## src/rtl/lut3_bist_pkg.sv

```systemverilog
`default_nettype none
// ---------------------------------------------------------------------------
// lut3_bist_pkg -- shared state encoding and widths for the LUT3 BIST. Rev 1.0
// ---------------------------------------------------------------------------
package lut3_bist_pkg;

  localparam int VEC_COUNT = 8;
  localparam int IDX_W     = 3;
  localparam int CNT_W     = 4;
  localparam int ERR_W     = 4;

  typedef enum logic [2:0] {
    S_IDLE   = 3'd0,
    S_DRIVE  = 3'd1,
    S_WAIT   = 3'd2,
    S_SAMPLE = 3'd3,
    S_DONE   = 3'd4
  } state_t;

endpackage
`default_nettype wire

```

## src/rtl/lut3_bist_cnt.sv

```systemverilog
`default_nettype none
// ---------------------------------------------------------------------------
// lut3_bist_cnt -- loadable down-counter with zero flag for settle timing. Rev 1.0
// ---------------------------------------------------------------------------
module lut3_bist_cnt
  import lut3_bist_pkg::*;
#(
  parameter int WIDTH = CNT_W
) (
  input  logic             clk,
  input  logic             rst_n,
  input  logic             load,
  input  logic [WIDTH-1:0] load_val,
  input  logic             dec,
  output logic             zero
);

  logic [WIDTH-1:0] r_count;

  always_ff @(posedge clk or negedge rst_n) begin
    if (!rst_n) begin
      r_count <= '0;
    end else if (load) begin
      r_count <= load_val;
    end else if (dec && (r_count != '0)) begin
      r_count <= r_count - 1'b1;
    end
  end

  assign zero = (r_count == '0);

endmodule
`default_nettype wire

```

## src/rtl/lut3_bist.sv

```systemverilog
`default_nettype none
// ---------------------------------------------------------------------------
// lut3_bist -- drives all 8 LUT3 inputs and compares against INIT. Rev 1.0
// ---------------------------------------------------------------------------
module lut3_bist
  import lut3_bist_pkg::*;
#(
  parameter logic [7:0] INIT   = 8'h83,
  parameter int         SETTLE = 4
) (
  input  logic             clk,
  input  logic             rst_n,
  input  logic             start,
  output logic [2:0]       lut_i,
  input  logic             lut_o,
  output logic             busy,
  output logic             done,
  output logic             pass,
  output logic [ERR_W-1:0] err_count,
  output logic [7:0]       fail_vec
);

  state_t           r_state;
  state_t           w_state_next;
  logic [IDX_W-1:0] r_index;
  logic             w_cnt_load;
  logic             w_cnt_dec;
  logic             w_cnt_zero;
  logic             w_last;
  logic             w_mismatch;
  logic [ERR_W-1:0] w_err_inc;
  logic [ERR_W-1:0] w_err_next;

  lut3_bist_cnt #(.WIDTH(CNT_W)) u_cnt (
    .clk      (clk),
    .rst_n    (rst_n),
    .load     (w_cnt_load),
    .load_val (CNT_W'(SETTLE - 1)),
    .dec      (w_cnt_dec),
    .zero     (w_cnt_zero)
  );

  assign w_last     = (r_index == IDX_W'(VEC_COUNT - 1));
  // Identity compare so an undriven or floating LUT output is a failure.
  assign w_mismatch = (lut_o !== INIT[r_index]);
  assign w_err_inc  = (err_count == ERR_W'(VEC_COUNT)) ? err_count : err_count + 1'b1;
  assign w_err_next = w_mismatch ? w_err_inc : err_count;

  always_ff @(posedge clk or negedge rst_n) begin
    if (!rst_n) begin
      r_state <= S_IDLE;
    end else begin
      r_state <= w_state_next;
    end
  end

  always_comb begin
    w_state_next = r_state;
    w_cnt_load   = 1'b0;
    w_cnt_dec    = 1'b0;
    case (r_state)
      S_IDLE, S_DONE: begin
        if (start) w_state_next = S_DRIVE;
      end
      S_DRIVE: begin
        w_cnt_load   = 1'b1;
        w_state_next = S_WAIT;
      end
      S_WAIT: begin
        if (w_cnt_zero) w_state_next = S_SAMPLE;
        else            w_cnt_dec    = 1'b1;
      end
      S_SAMPLE: begin
        w_state_next = w_last ? S_DONE : S_DRIVE;
      end
      default: w_state_next = S_IDLE;
    endcase
  end

  always_ff @(posedge clk or negedge rst_n) begin
    if (!rst_n) begin
      r_index   <= '0;
      lut_i     <= '0;
      busy      <= 1'b0;
      done      <= 1'b0;
      pass      <= 1'b0;
      err_count <= '0;
      fail_vec  <= '0;
    end else begin
      busy <= (w_state_next == S_DRIVE) || (w_state_next == S_WAIT) ||
              (w_state_next == S_SAMPLE);
      case (r_state)
        S_IDLE, S_DONE: begin
          if (start) begin
            r_index   <= '0;
            done      <= 1'b0;
            pass      <= 1'b0;
            err_count <= '0;
            fail_vec  <= '0;
          end
        end
        S_DRIVE: lut_i <= r_index;
        S_SAMPLE: begin
          err_count <= w_err_next;
          if (w_mismatch) fail_vec[r_index] <= 1'b1;
          if (w_last) begin
            done <= 1'b1;
            pass <= (w_err_next == '0);
          end else begin
            r_index <= r_index + 1'b1;
          end
        end
        default: ;
      endcase
    end
  end

endmodule
`default_nettype wire
```

## config.mk

```make
export PLATFORM = sky130hd
export DESIGN_NAME = lut3_bist
export DESIGN_NICKNAME = d
export VERILOG_FILES = /design/src/rtl/lut3_bist_pkg.sv /design/src/rtl/lut3_bist_cnt.sv /design/src/rtl/lut3_bist.sv
export SDC_FILE = /design/constraint.sdc
export NUM_CORES = 1
export LEC_CHECK = 0
export ABC_CLOCK_PERIOD_IN_PS = 1800
export CAP_MARGIN = 20
export CORE_MARGIN = 1.5
export CORE_UTILIZATION = 47
export DETAILED_ROUTE_END_ITERATION = 6
export PLACE_DENSITY = 0.74
export SLEW_MARGIN = 40
export SYNTH_ARGS = -nofsm -noshare
export SYNTH_HDL_FRONTEND = slang
export SYNTH_SLANG_ARGS = --single-unit
export TNS_END_PERCENT = 1
```

## constraint.sdc

```tcl
create_clock -name clk -period 1.8 [get_ports clk]
set_input_delay 0.18 -clock clk [delete_from_list [all_inputs] [get_ports clk]]
set_output_delay 0.18 -clock clk [all_outputs]
set_load 0.02 [all_outputs]
```

Yosys cells after proc, flatten, opt, wreduce, memory -nomap -nowiden
Memories as Yosys holds them, arrays and structs flattened.
Index checks and enable logic that the tools add are counted.
- bits in registers: 28
- bits in read-only memories: 8
- bits of input ports: 4
- output and inout port bits: 18
- logic and storage cells: 72
- memories: 1
- memory list (memory ; depth ; bits a word ; read ports ; clocked after memory_dff ; write ports ; RTL line ; RTL):
    (name not given) ; 8 ; 1 ; 1 ; 0 ; 0 ; lut3_bist.sv:45 ; assign w_mismatch = (lut_o !== INIT[r_index]);
- add/subtract/negate cells: 3
- magnitude comparators: 2
- equality and inequality tests: 14
- multiplexer cells: 27
- bitwise logic cells: 1
- reductions and logical operators: 15
- operator list (operator ; count):
    $mux W4 ; 5
    $mux W8 ; 2
    $pmux W8 S2 ; 1
    $mux W3 ; 5
    $eq A3 B2 Y1 const B ; 4
    $pmux W3 S4 ; 1
    $reduce_and A3 Y1 ; 3
    $logic_not A4 Y1 ; 2
    $mux W1 ; 8
    $ne A2 B2 Y1 const B ; 4
    $or A8 B8 Y8 ; 1
    $pmux W4 S2 ; 1
    $eq A3 B1 Y1 const B ; 2
    $eq A3 B3 Y1 const B ; 2
    $pmux W3 S2 ; 1
    $add A4 B1 Y4 const B ; 1
    $eq A4 B4 Y1 const B ; 1
    $lt A3 B4 Y1 const B ; 1
    $pmux W1 S2 ; 2
    $reduce_bool A2 Y1 ; 2
    $reduce_bool A4 Y1 ; 1
    $sub A4 B1 Y4 const B ; 1
    $add A3 B1 Y3 const B ; 1
    $demux W1 S3 ; 1
    other kinds (7) ; 9

Longest topological paths before layout
Gate-level depths: netlist (run 1).
- depth in word-level cells: 7
- mapped depth: 7
- depth with buffers taken out: 7

Cells and area by module
From an unflattened synthesis (run 1), not the netlist that was laid out.
- cell total of the unflattened synthesis: 146
- area, all modules: 1465.2 sq um
- by module, submodules not included (module ; instances ; cells each ; area each (sq um) ; sequential area each (sq um)):
    lut3_bist ; 1 ; 119 ; 1194.9 ; 600.6
    lut3_bist_cnt ; 1 ; 27 ; 270.3 ; 100.1

Worst setup path before layout (run 1)
Ideal clock, no wire load.
- path kind: register to register
- start: register r_index[1]
- end: register pass
- setup time: 120 ps
- arrival: 1761 ps
- data required time: 1680 ps
- path slack: -82 ps
- cell stages (with the launch flop): 8
- path buffers: 1
- period minus slack after synthesis: 1882 ps
- cells stage by stage: dfrtp_1 -> ha_1 -> and2_1 -> o21a_1 -> buf_6 -> o21a_1 -> o31a_1 -> a41o_1
- word-level cells in the longest chain between the ends: 7
- elaborated cells between the ends (all ways): 10
- classes of those cells: 3 x eq/ne; 4 x mux; 2 x reduce/logical; 1 x memory
- ends and longest elaborated chain (item ; RTL line ; RTL):
    start: declaration ; lut3_bist.sv:25 ; logic [IDX_W-1:0] r_index;
    start signal: assignment ; lut3_bist.sv:110 ; r_index <= r_index + 1'b1;
    $mem_v2 Z8 W1 ; - ;
    $mux W1 (implied by the code) ; lut3_bist.sv:45 ;
    $nex A1 B1 Y1 ; lut3_bist.sv:45 ;
    $mux W4 ; lut3_bist.sv:47 ; assign w_err_next = w_mismatch ? w_err_inc : err_count;
    $logic_not A4 Y1 ; lut3_bist.sv:108 ; pass <= (w_err_next == '0);
    $mux W1 ; lut3_bist.sv:106 ; if (w_last) begin
    $pmux W1 S2 ; lut3_bist.sv:92 ; case (r_state)
    end signal: assignment ; lut3_bist.sv:108 ;
    end: declaration ; lut3_bist.sv:18 ; output logic pass,
Several ways; a longest one is shown, not always the timed one. The select of a mux whose other input is x is not followed.
A chain may end at the register's enable or synchronous reset.

Worst setup path after layout (run 1)
- start: register r_index[1]
- end: register fail_vec[6]
- word-level cells in the longest chain between the ends: 7
- elaborated cells between the ends (all ways): 13
- classes of those cells: 2 x order compare; 2 x eq/ne; 5 x mux; 1 x bitwise; 2 x reduce/logical; 1 x memory
- ends and longest elaborated chain (item ; RTL line ; RTL):
    $lt A3 B4 Y1 (implied by the code) / $ge A3 B1 Y1 (equally long branches) ; lut3_bist.sv:105 ; if (w_mismatch) fail_vec[r_index] <= 1'b1;
    $logic_and A1 B1 Y1 (implied by the code) ; lut3_bist.sv:105 ;
    $mux W1 (implied by the code) ; lut3_bist.sv:105 ;
    $demux W1 S3 ; lut3_bist.sv:105 ;
    $or A8 B8 Y8 (no line) ; - ;
    $mux W8 ; lut3_bist.sv:105 ;
    $pmux W8 S2 ; lut3_bist.sv:92 ;
    end signal: assignment ; lut3_bist.sv:88 ; fail_vec <= '0;
    end signal: assignment ; lut3_bist.sv:99 ; fail_vec <= '0;
    end signal: indexed assignment ; lut3_bist.sv:105 ;
    end: declaration ; lut3_bist.sv:20 ; output logic [7:0] fail_vec
Several ways; a longest one is shown, not always the timed one. The select of a mux whose other input is x is not followed.

==> impl_results.md, run 1 <==
* Mapped cell area at 0.00141 mm²
* Post-DP Area at 0.00171 mm²
* Area delta synth->final at 26.7%
* Clock sink count at 28
* Design Power at 2.79 mW
* Syn nets at 146
* Critical path arrival at 2000 ps
* Slew HR at 67.8%
* GPL Wtd Cong at 0.820
* Final instance area at 0.00179 mm²
* Slew Limit Fails at 0
* Clock period minus worst slack at 1780 ps
* Most frequent cells in the layout: dfrtp_1 (28), clkdlybuf4s50_1 (21), nor2_1 (17)
* Core area at 0.00281 mm²
* Vias in the first global route at 1115
* Post-DP HPWL at 2.07 mm
* Pwr dens at 1560 mW/mm²
* Hold_buf cts at 0
* Sequential area share after synthesis at 49.7%
* Final wirelength at 2.84 mm
* Max IR drop VDD at 0.826 mV
* Final core occ at 63.6%
* Drt wl/cell at 14.2 µm
* Crit-path max cell delay at 410 ps
* Layout cell share with drive strength beyond 1 at 20.1%
* Final hold violations at 0
* Static leakage at 0.820 nW
* First-pass GRT wire length at 5.04 mm
* Fmax at 561 MHz
* Clock slew at reported path FFs at 140 ps
* Syn Inst Count at 137
* DRC viols at 5
* R2r worst-path depth at 7
* # IOs at 22
* Ys flop type: dfrtp_1
* Die area at 0.00334 mm²
* Die H at 57.8 µm
* Clk_lat worst skew at 310 ps
* Largest net degree at the start of global routing at 29
* Drt pass-1 iters at 6
* CP Class: reg -> reg
* Num CTS Buffers at 3
* Antenna Nets Post-Route at 0
* Slowest CP cell: dfrtp_1
* Worst Max-Slew Pin Slew at 481 ps
* Max FO, Critical Path at 8
* Via Count at 1115
* Avg Inst Size Synth at 10.3 µm²
* Failing checks: design-rule violations
* RSZ-0062 raised after global routing: true
* Final period util at 99.1%
* H-Tree Depth at 1
* Crit. End Element: flip-flop
* CTS max path bufs at 2
* Final setup violation count at 0
* DIE WIDTH at 57.8 µm
* Worst setup margin at 16.8 ps
* Initial Util at 50.2%
* Vias per cell at 5.58
* Final #Nets at 179
* Status: finished, violations left
* Max-Cap Viols at 0
* Seq cells post-synth at 28
* Critical Path Source Type: flip-flop
* Yosys warns at 0
* Num rows at 19
* GRT overflow at 0
* Diodes inserted at 0
* Post-synth EDFFs at 0
* Ys async rst share at 100%
* Min-delay worst type: in -> async
* Most common cell after layout, fill and taps aside: dfrtp_1
* Yosys cell types at 39
* Total track usage at 19.0%
* Layout Skew at 2.59 ps
* I/O Buffers at 21
* CTS tree: yes
* Root Driver: clkbuf_4
* Place WS at -15.6 ps
* CP Cell Sequence: ha_2 -> and2_4 -> nor3_4 -> buf_4 -> o31a_1 -> nor3_1 -> o21a_1
* Initial antenna violation count at 0
* Detailed Route Iter0 Violations at 54
* CP required at 2020 ps
[where the power goes]
group / internal, mW / switching, mW / total [mW] / leakage (nW)
Clock: 0.123 / 0.170 / 0.294 / 0.0210
Combinational: 0.697 / 0.795 / 1.49 / 0.432
Sequential: 0.837 / 0.167 / 1.00 / 0.367
[final timing paths]
path                                              from                  endpoint  slack [ps]
worst max-delay path            r_index[1]$_DFFE_PN0P_   fail_vec[6]$_DFFE_PN0P_          20
worst min-delay path                             rst_n  err_count[3]$_DFFE_PN0P_         220
worst max register to register  r_index[1]$_DFFE_PN0P_   fail_vec[6]$_DFFE_PN0P_          20
worst min register to register        done$_DFFE_PN0P_          done$_DFFE_PN0P_         500
max in group asynchronous                        rst_n      lut_i[1]$_DFFE_PN0P_        1310
min in group clk                      done$_DFFE_PN0P_          done$_DFFE_PN0P_         500
[critical path: cells and delay by family (launching register included)]
family	cells	cell delay, ps
compound gates	2	300
flops	1	410
simple gates	3	600
fa+ha+maj	1	190
buf+inv	1	200
[stage by stage]
stage | setup TNS, ps | instances | hold WS, ps
detailed placement | -17.0 | 194 | 466
floorplan | 0 | 137 | -116
global route | -196 | 200 | 263
CTS | 0 | 198 | 234
finish | 0 | 200 | 223
global placement | 0 | 194 | 466
[per-layer routing]
metal / global-route usage [%] / vias up / part of all wire (%)
met1: 25.3 / 551 / 47
li1: - / 545 / -
met5: 0 / - / 0
met2: 32.5 / 17 / 50
met3: 2.23 / 2 / 2.7
met4: 6.31 / 0 / 0.60
[synth_stat cells, drive strengths merged, types with 2 or more instances]
| cell | count | area (µm²) |
|---|---|---|
| dfrtp | 28 | 701 |
| nor2 | 19 | 73.8 |
| nand2 | 13 | 48.8 |
| inv | 9 | 33.8 |
| a31oi | 7 | 43.8 |
| nor3 | 6 | 46.3 |
| o21ai | 6 | 30.0 |
| ha | 5 | 62.6 |
| xnor2 | 5 | 43.8 |
| and2b | 3 | 25.0 |
| mux2 | 3 | 33.8 |
| nand3 | 3 | 15.0 |
| o21a | 3 | 22.5 |
| o31a | 3 | 26.3 |
| and2 | 2 | 12.5 |
| and3 | 2 | 12.5 |
| buf | 2 | 16.3 |
| clkbuf | 2 | 7.51 |
| nor4 | 2 | 12.5 |
[state kept, by name (all words and copies together), names as in the netlist, 3 cells and up]
signal and flops:
err_count 4, lut_i 3, r_state 3, fail_vec 8, r_index 3, u_cnt.r_count 4
[cell type report]
type	count	area [µm²]
Fill cell	236	1020
Inverter	9	33.8
Timing Repair Buffer	32	293
Sequential cell	28	701
Clock buffer	4	36.3
Tap cell	31	38.8
Multi-Input combinational cell	96	683
[kinds of logic after synthesis]
| group | Yosys count | synth area share (%) |
|---|---|---|
| DFF | 28 | 49.7 |
| AOI/OAI and AO/OA | 28 | 15.9 |
| buffers and inverters | 13 | 4.08 |
| adders and majority gates | 5 | 4.44 |
| and+or+nand+nor | 54 | 19.6 |
| muxes | 4 | 3.11 |
| xor gates and xnor gates | 5 | 3.11 |
[timing repair]
action / CTS / global route
endpoints found under the setup margin: 4 / 14
buffers inserted: 0 / 2
pin swaps: 0 / 3
resized for setup: 2 / 4
(Power assumes the default switching activity.)
==> run 2, diff against run 1 <==
--- a/config.mk
+++ b/config.mk
@@ -5,12 +5,12 @@
 export SDC_FILE = /design/constraint.sdc
 export NUM_CORES = 1
 export LEC_CHECK = 0
-export ABC_CLOCK_PERIOD_IN_PS = 1800
+export ABC_CLOCK_PERIOD_IN_PS = 2300
 export CAP_MARGIN = 20
 export CORE_MARGIN = 1.5
-export CORE_UTILIZATION = 47
+export CORE_UTILIZATION = 50
 export DETAILED_ROUTE_END_ITERATION = 6
-export PLACE_DENSITY = 0.74
+export PLACE_DENSITY = 0.75
 export SLEW_MARGIN = 40
 export SYNTH_ARGS = -nofsm -noshare
 export SYNTH_HDL_FRONTEND = slang
==> constraint.sdc (replaced) <==
create_clock -name clk -period 2.3 [get_ports clk]
set_input_delay 0.23 -clock clk [delete_from_list [all_inputs] [get_ports clk]]
set_output_delay 0.23 -clock clk [all_outputs]
set_load 0.02 [all_outputs]
==> impl_results.md, run 2 (same netlist as run 1, synthesis figures left out) <==
* Status: completed
* Clock sink count at 28
* Worst Max-Slew Pin Slew at 666 ps
* Crit path depth at 6
* Clock slew at reported path FFs at 160 ps
* Drt wl/cell at 13.4 µm
* Drt pass-1 iters at 4
* Final hold violations at 0
* Die H at 56.1 µm
* Detailed Route Iter0 Violations at 42
* Vias in the first global route at 990
* Min-delay worst type: in -> async
* Crit-path max cell delay at 520 ps
* Slew HR at 54.9%
* I/O Buffers at 21
* Num CTS Buffers at 3
* Diodes inserted at 0
* CP Cell Sequence: ha_1 -> and2_1 -> o21a_1 -> o21a_1 -> o31a_1 -> a41o_1
* GRT overflow at 0
* Hold_ws at 258 ps
* CTS max path bufs at 2
* Area delta synth->final at 20.8%
* Max IR drop VDD at 0.887 mV
* Most frequent cells in the layout: dfrtp_1 (28), clkdlybuf4s50_1 (21), nor2_1 (18)
* Slowest CP cell: dfrtp_1
* CP required at 2520 ps
* Vias per cell at 5.38
* GPL Wtd Cong at 0.713
* Final wirelength at 2.56 mm
* Max reg flops at 8
* Cts repair resizes at 0
* Critical path arrival at 2320 ps
* Family with the most delay on the worst path: compound AO/OA/AOI/OAI gates
* Final Non-Filler Cells at 191
* Total track usage at 17.9%
* Final period util at 91.4%
* Layout Skew at 15.4 ps
* H-Tree Depth at 1
* Clock period minus worst slack at 2100 ps
* Fmax at 476 MHz
* Largest net degree at the start of global routing at 29
* Design Power at 2.14 mW
* CTS tree: yes
* WP buf/inv at 0
* Clk_lat worst skew at 330 ps
* Dpl cells at 187
* Critical Path Source Type: flip-flop
* DIE WIDTH at 56.1 µm
* Initial Util at 52.0%
* Antenna Nets Post-Route at 0
* Final #Nets at 170
* Max FO, Critical Path at 10
* Max-Cap Viols at 0
* Post-DP HPWL at 1.84 mm
* Total negative slack at 0 ps
* Reg with most FFs: fail_vec
* Core area at 0.00271 mm²
* Largest registers: fail_vec x8, err_count x4, u_cnt.r_count x4
* Via Count at 1028
* RSZ-0062 raised after global routing: false
* R2r setup slk at 200 ps
* Post-DP Area at 0.00165 mm²
* Num rows at 19
* Slew Limit Fails at 0
* CP Class: reg -> reg
* Static leakage at 0.780 nW
* Pwr dens at 1260 mW/mm²
* Die area at 0.00314 mm²
* R2R Path Start: r_index[0]$_DFFE_PN0P_
* Worst setup path end: pass$_DFFE_PN0P_
* Post-CTS setup buffer count at 0
* First-pass GRT wire length at 4.55 mm
* Worst setup path startpoint: r_index[0]$_DFFE_PN0P_
* Hold_buf cts at 0
* Initial antenna violation count at 0
* Crit. End Element: flip-flop
* Root Driver: clkbuf_4
* Cell mode on critical path: o21a_1
* Most common cell after layout, fill and taps aside: dfrtp_1
* Final setup violation count at 0
* R2r worst-path depth at 6
* # IOs at 22
* Final instance area at 0.00170 mm²
* DRC viols at 0
* Capturing point of the worst reg2reg path: pass$_DFFE_PN0P_
* Layout cell share with drive strength beyond 1 at 11.3%
## run 2: worst min-delay path by stage
stage                           startpoint                      endpoint  depth (start not counted)
after detailed placement  done$_DFFE_PN0P_              done$_DFFE_PN0P_                          2
after global placement    done$_DFFE_PN0P_              done$_DFFE_PN0P_                          2
after floorplan                      rst_n                busy$_DFF_PN0_                          0
final                                rst_n  u_cnt.r_count[0]$_DFFE_PN0P_                          2
after CTS                            rst_n  u_cnt.r_count[0]$_DFFE_PN0P_                          2
after global routing                 rst_n       fail_vec[1]$_DFFE_PN0P_                          2
## run 2: worst register-to-register path: stages, from the launching register on
cell and delay [ps]:
dfrtp_1 520, ha_1 260, and2_1 190, o21a_1 300
o21a_1 230, o31a_1 270, a41o_1 220
## run 2: where the power goes
part           internal, mW  switching, mW
Clock                 0.176          0.144
Combinational         0.460          0.537
Sequential            0.655          0.169
Total                  1.29          0.850
## run 2: final cells by class
cell class                      count  area (µm²)
Sequential cell                    28         701
Tap cell                           31        38.8
Inverter                            9        33.8
Multi-Input combinational cell     96         651
Fill cell                         228        1010
Clock buffer                        3        22.5
Clock inverter                      1        30.0
Timing Repair Buffer               23         225
## run 2: per-layer routing
layer	part of all wire (%)	routed length, µm	track usage [%]
met3	2.9	75	2.09
met5	0	0	0
met4	0.51	13	5.10
met2	46	1190	26.7
met1	50	1280	27.5
## run 2: per-stage QoR
step,util [%],setup WS (ps)
after floorplan,-,418
after global placement,60.8,288
after detailed placement,60.8,232
after CTS,62.8,190
after global routing,62.8,90.0
final,62.8,199
==> run 3, diff against run 2 <==
--- a/config.mk
+++ b/config.mk
@@ -7,7 +7,6 @@
 export LEC_CHECK = 0
 export ABC_CLOCK_PERIOD_IN_PS = 2300
 export CAP_MARGIN = 20
-export CORE_MARGIN = 1.5
 export CORE_UTILIZATION = 50
 export DETAILED_ROUTE_END_ITERATION = 6
 export PLACE_DENSITY = 0.75
==> impl_results.md, run 3 (same netlist as run 1, synthesis figures left out) <==
* Post-CTS setup buffer count at 0
* Drt pass-1 iters at 4
* Static leakage at 0.780 nW
* Vias per cell at 5.70
* Critical path arrival at 2330 ps
* Storage cell area at 701 µm²
* Final setup violation count at 0
* Internal power at 1.29 mW
* Hold_buf cts at 0
* Most common cell after layout, fill and taps aside: dfrtp_1
* Drt wl/cell at 14.3 µm
* I/O Buffers at 21
* Min-delay worst type: in -> async
* Core area at 0.00257 mm²
* WP buf/inv at 0
* CTS tree: yes
* CTS max path bufs at 2
* Crit. End Element: flip-flop
* Cell mode on critical path: o21a_1
* Slew HR at 54.1%
* Layout Skew at 17.2 ps
* Status: completed
* Largest registers: fail_vec x8, err_count x4, u_cnt.r_count x4
* DIE WIDTH at 55.1 µm
* Diodes inserted at 0
* Clk_lat worst skew at 340 ps
* Pwr dens at 1270 mW/mm²
* Most frequent cells in the layout: dfrtp_1 (28), clkdlybuf4s50_1 (21), nor2_1 (18)
* Sequential power share at 38.4%
* Max-Cap Viols at 0
* # IOs at 22
* First-pass GRT wire length at 4.55 mm
* Total track usage at 21.4%
* Total negative slack at 0 ps
* Vias in the first global route at 1035
* Final hold violations at 0
* Max FO, Critical Path at 10
* GPL Wtd Cong at 0.821
* Switching power at 0.861 mW
* Num CTS Buffers at 3
* Final #Nets at 170
* Initial antenna violation count at 0
* Final wirelength at 2.73 mm
* Clock sink count at 28
* Clock slew at reported path FFs at 160 ps
* Logic gate share of total power at 46.6%
* Footprint of the multi-input gates at 651 µm²
* Via Count at 1083
* Clock share of power at 15.0%
* Die H at 55.1 µm
* CP Cell Sequence: ha_1 -> and2_1 -> o21a_1 -> o21a_1 -> o31a_1 -> a41o_1
* CP Class: reg -> reg
* Num rows at 18
* Slew Limit Fails at 0
* Post-DP HPWL at 1.97 mm
* Largest net degree at the start of global routing at 29
* Final-layout fill cell count at 212
* Area delta synth->final at 20.7%
* Max IR drop VDD at 0.885 mV
* CP required at 2530 ps
* Crit-path max cell delay at 520 ps
* Net switching fraction of the power at 40.0%
* Die area at 0.00303 mm²
* Max reg flops at 8
* Final period util at 91.4%
* Critical Path Source Type: flip-flop
* GRT overflow at 0
* Initial Util at 54.9%
* Detailed Route Iter0 Violations at 20
* H-Tree Depth at 1
* Slowest CP cell: dfrtp_1
* Cts repair resizes at 0
* Worst Max-Slew Pin Slew at 678 ps
* Clock period minus worst slack at 2100 ps
* Final core occ at 66.2%
* Fmax at 475 MHz
* DRC viols at 0
* Layout cell share with drive strength beyond 1 at 11.3%
* Root Driver: clkbuf_4
* Antenna Nets Post-Route at 0
* Reg with most FFs: fail_vec
* Family with the most delay on the worst path: compound AO/OA/AOI/OAI gates
* RSZ-0062 raised after global routing: false
==> run 3: cell counts in the layout (fill, tap and decap cells not counted) <==
No cell type changed its count.
==> run 3: final timing paths <==
kind / startpoint / endpoint / slack (ps) / depth (start not counted)
min in group clk: done$_DFFE_PN0P_ / done$_DFFE_PN0P_ / 500 / 2
max in group asynchronous: rst_n / done$_DFFE_PN0P_ / 1780 / 2
worst max-delay path: r_index[0]$_DFFE_PN0P_ / pass$_DFFE_PN0P_ / 200 / 6
worst min register to register: done$_DFFE_PN0P_ / done$_DFFE_PN0P_ / 500 / 2
worst max register to register: r_index[0]$_DFFE_PN0P_ / pass$_DFFE_PN0P_ / 200 / 6
worst min-delay path: rst_n / err_count[0]$_DFFE_PN0P_ / 240 / 2
==> run 3: final cells by class <==
cell class              instances  share of cell area, %
well taps                      30                   2.21
flip-flops and latches         28                   41.2
clock buffers                   3                   1.32
repair buffers                 23                   13.2
multi-input cells              96                   38.3
clock inverters                 1                   1.77
inverters                       9                   1.99
==> run 3: metrics by stage <==
| stage | cell area [µm²] | hold slack, ps | setup WS, ps | power (mW) | std cells |
|---|---|---|---|---|---|
| after global routing | 1700 | 304 | 95.5 | 2.31 | 190 |
| after global placement | 1650 | 461 | 291 | 1.80 | 186 |
| final | 1700 | 237 | 197 | 2.15 | 190 |
| after CTS | 1700 | 250 | 198 | 2.17 | 190 |
| after floorplan | 1410 | -65.6 | 418 | 1.51 | 137 |
| after detailed placement | 1650 | 476 | 249 | 1.85 | 186 |
==> run 3: power groups by stage <==
stage / Sequential (mW) / Combinational [mW] / Clock [mW]
5_1_grt: 0.856 / 1.11 / 0.346
6_report: 0.826 / 1.00 / 0.324
4_1_cts: 0.827 / 1.02 / 0.330
3_5_place_dp: 0.837 / 1.01 / 0
2_1_floorplan: 0.887 / 0.626 / 0
3_3_place_gp: 0.825 / 0.976 / 0
==> run 3: per-layer routing <==
layer	vias to the layer above	track usage, %	wire length [µm]
met5	-	0	0
met4	0	7.50	35
met3	5	2.46	85
met2	21	37.8	1330
met1	525	26.8	1280
li1	532	-	-
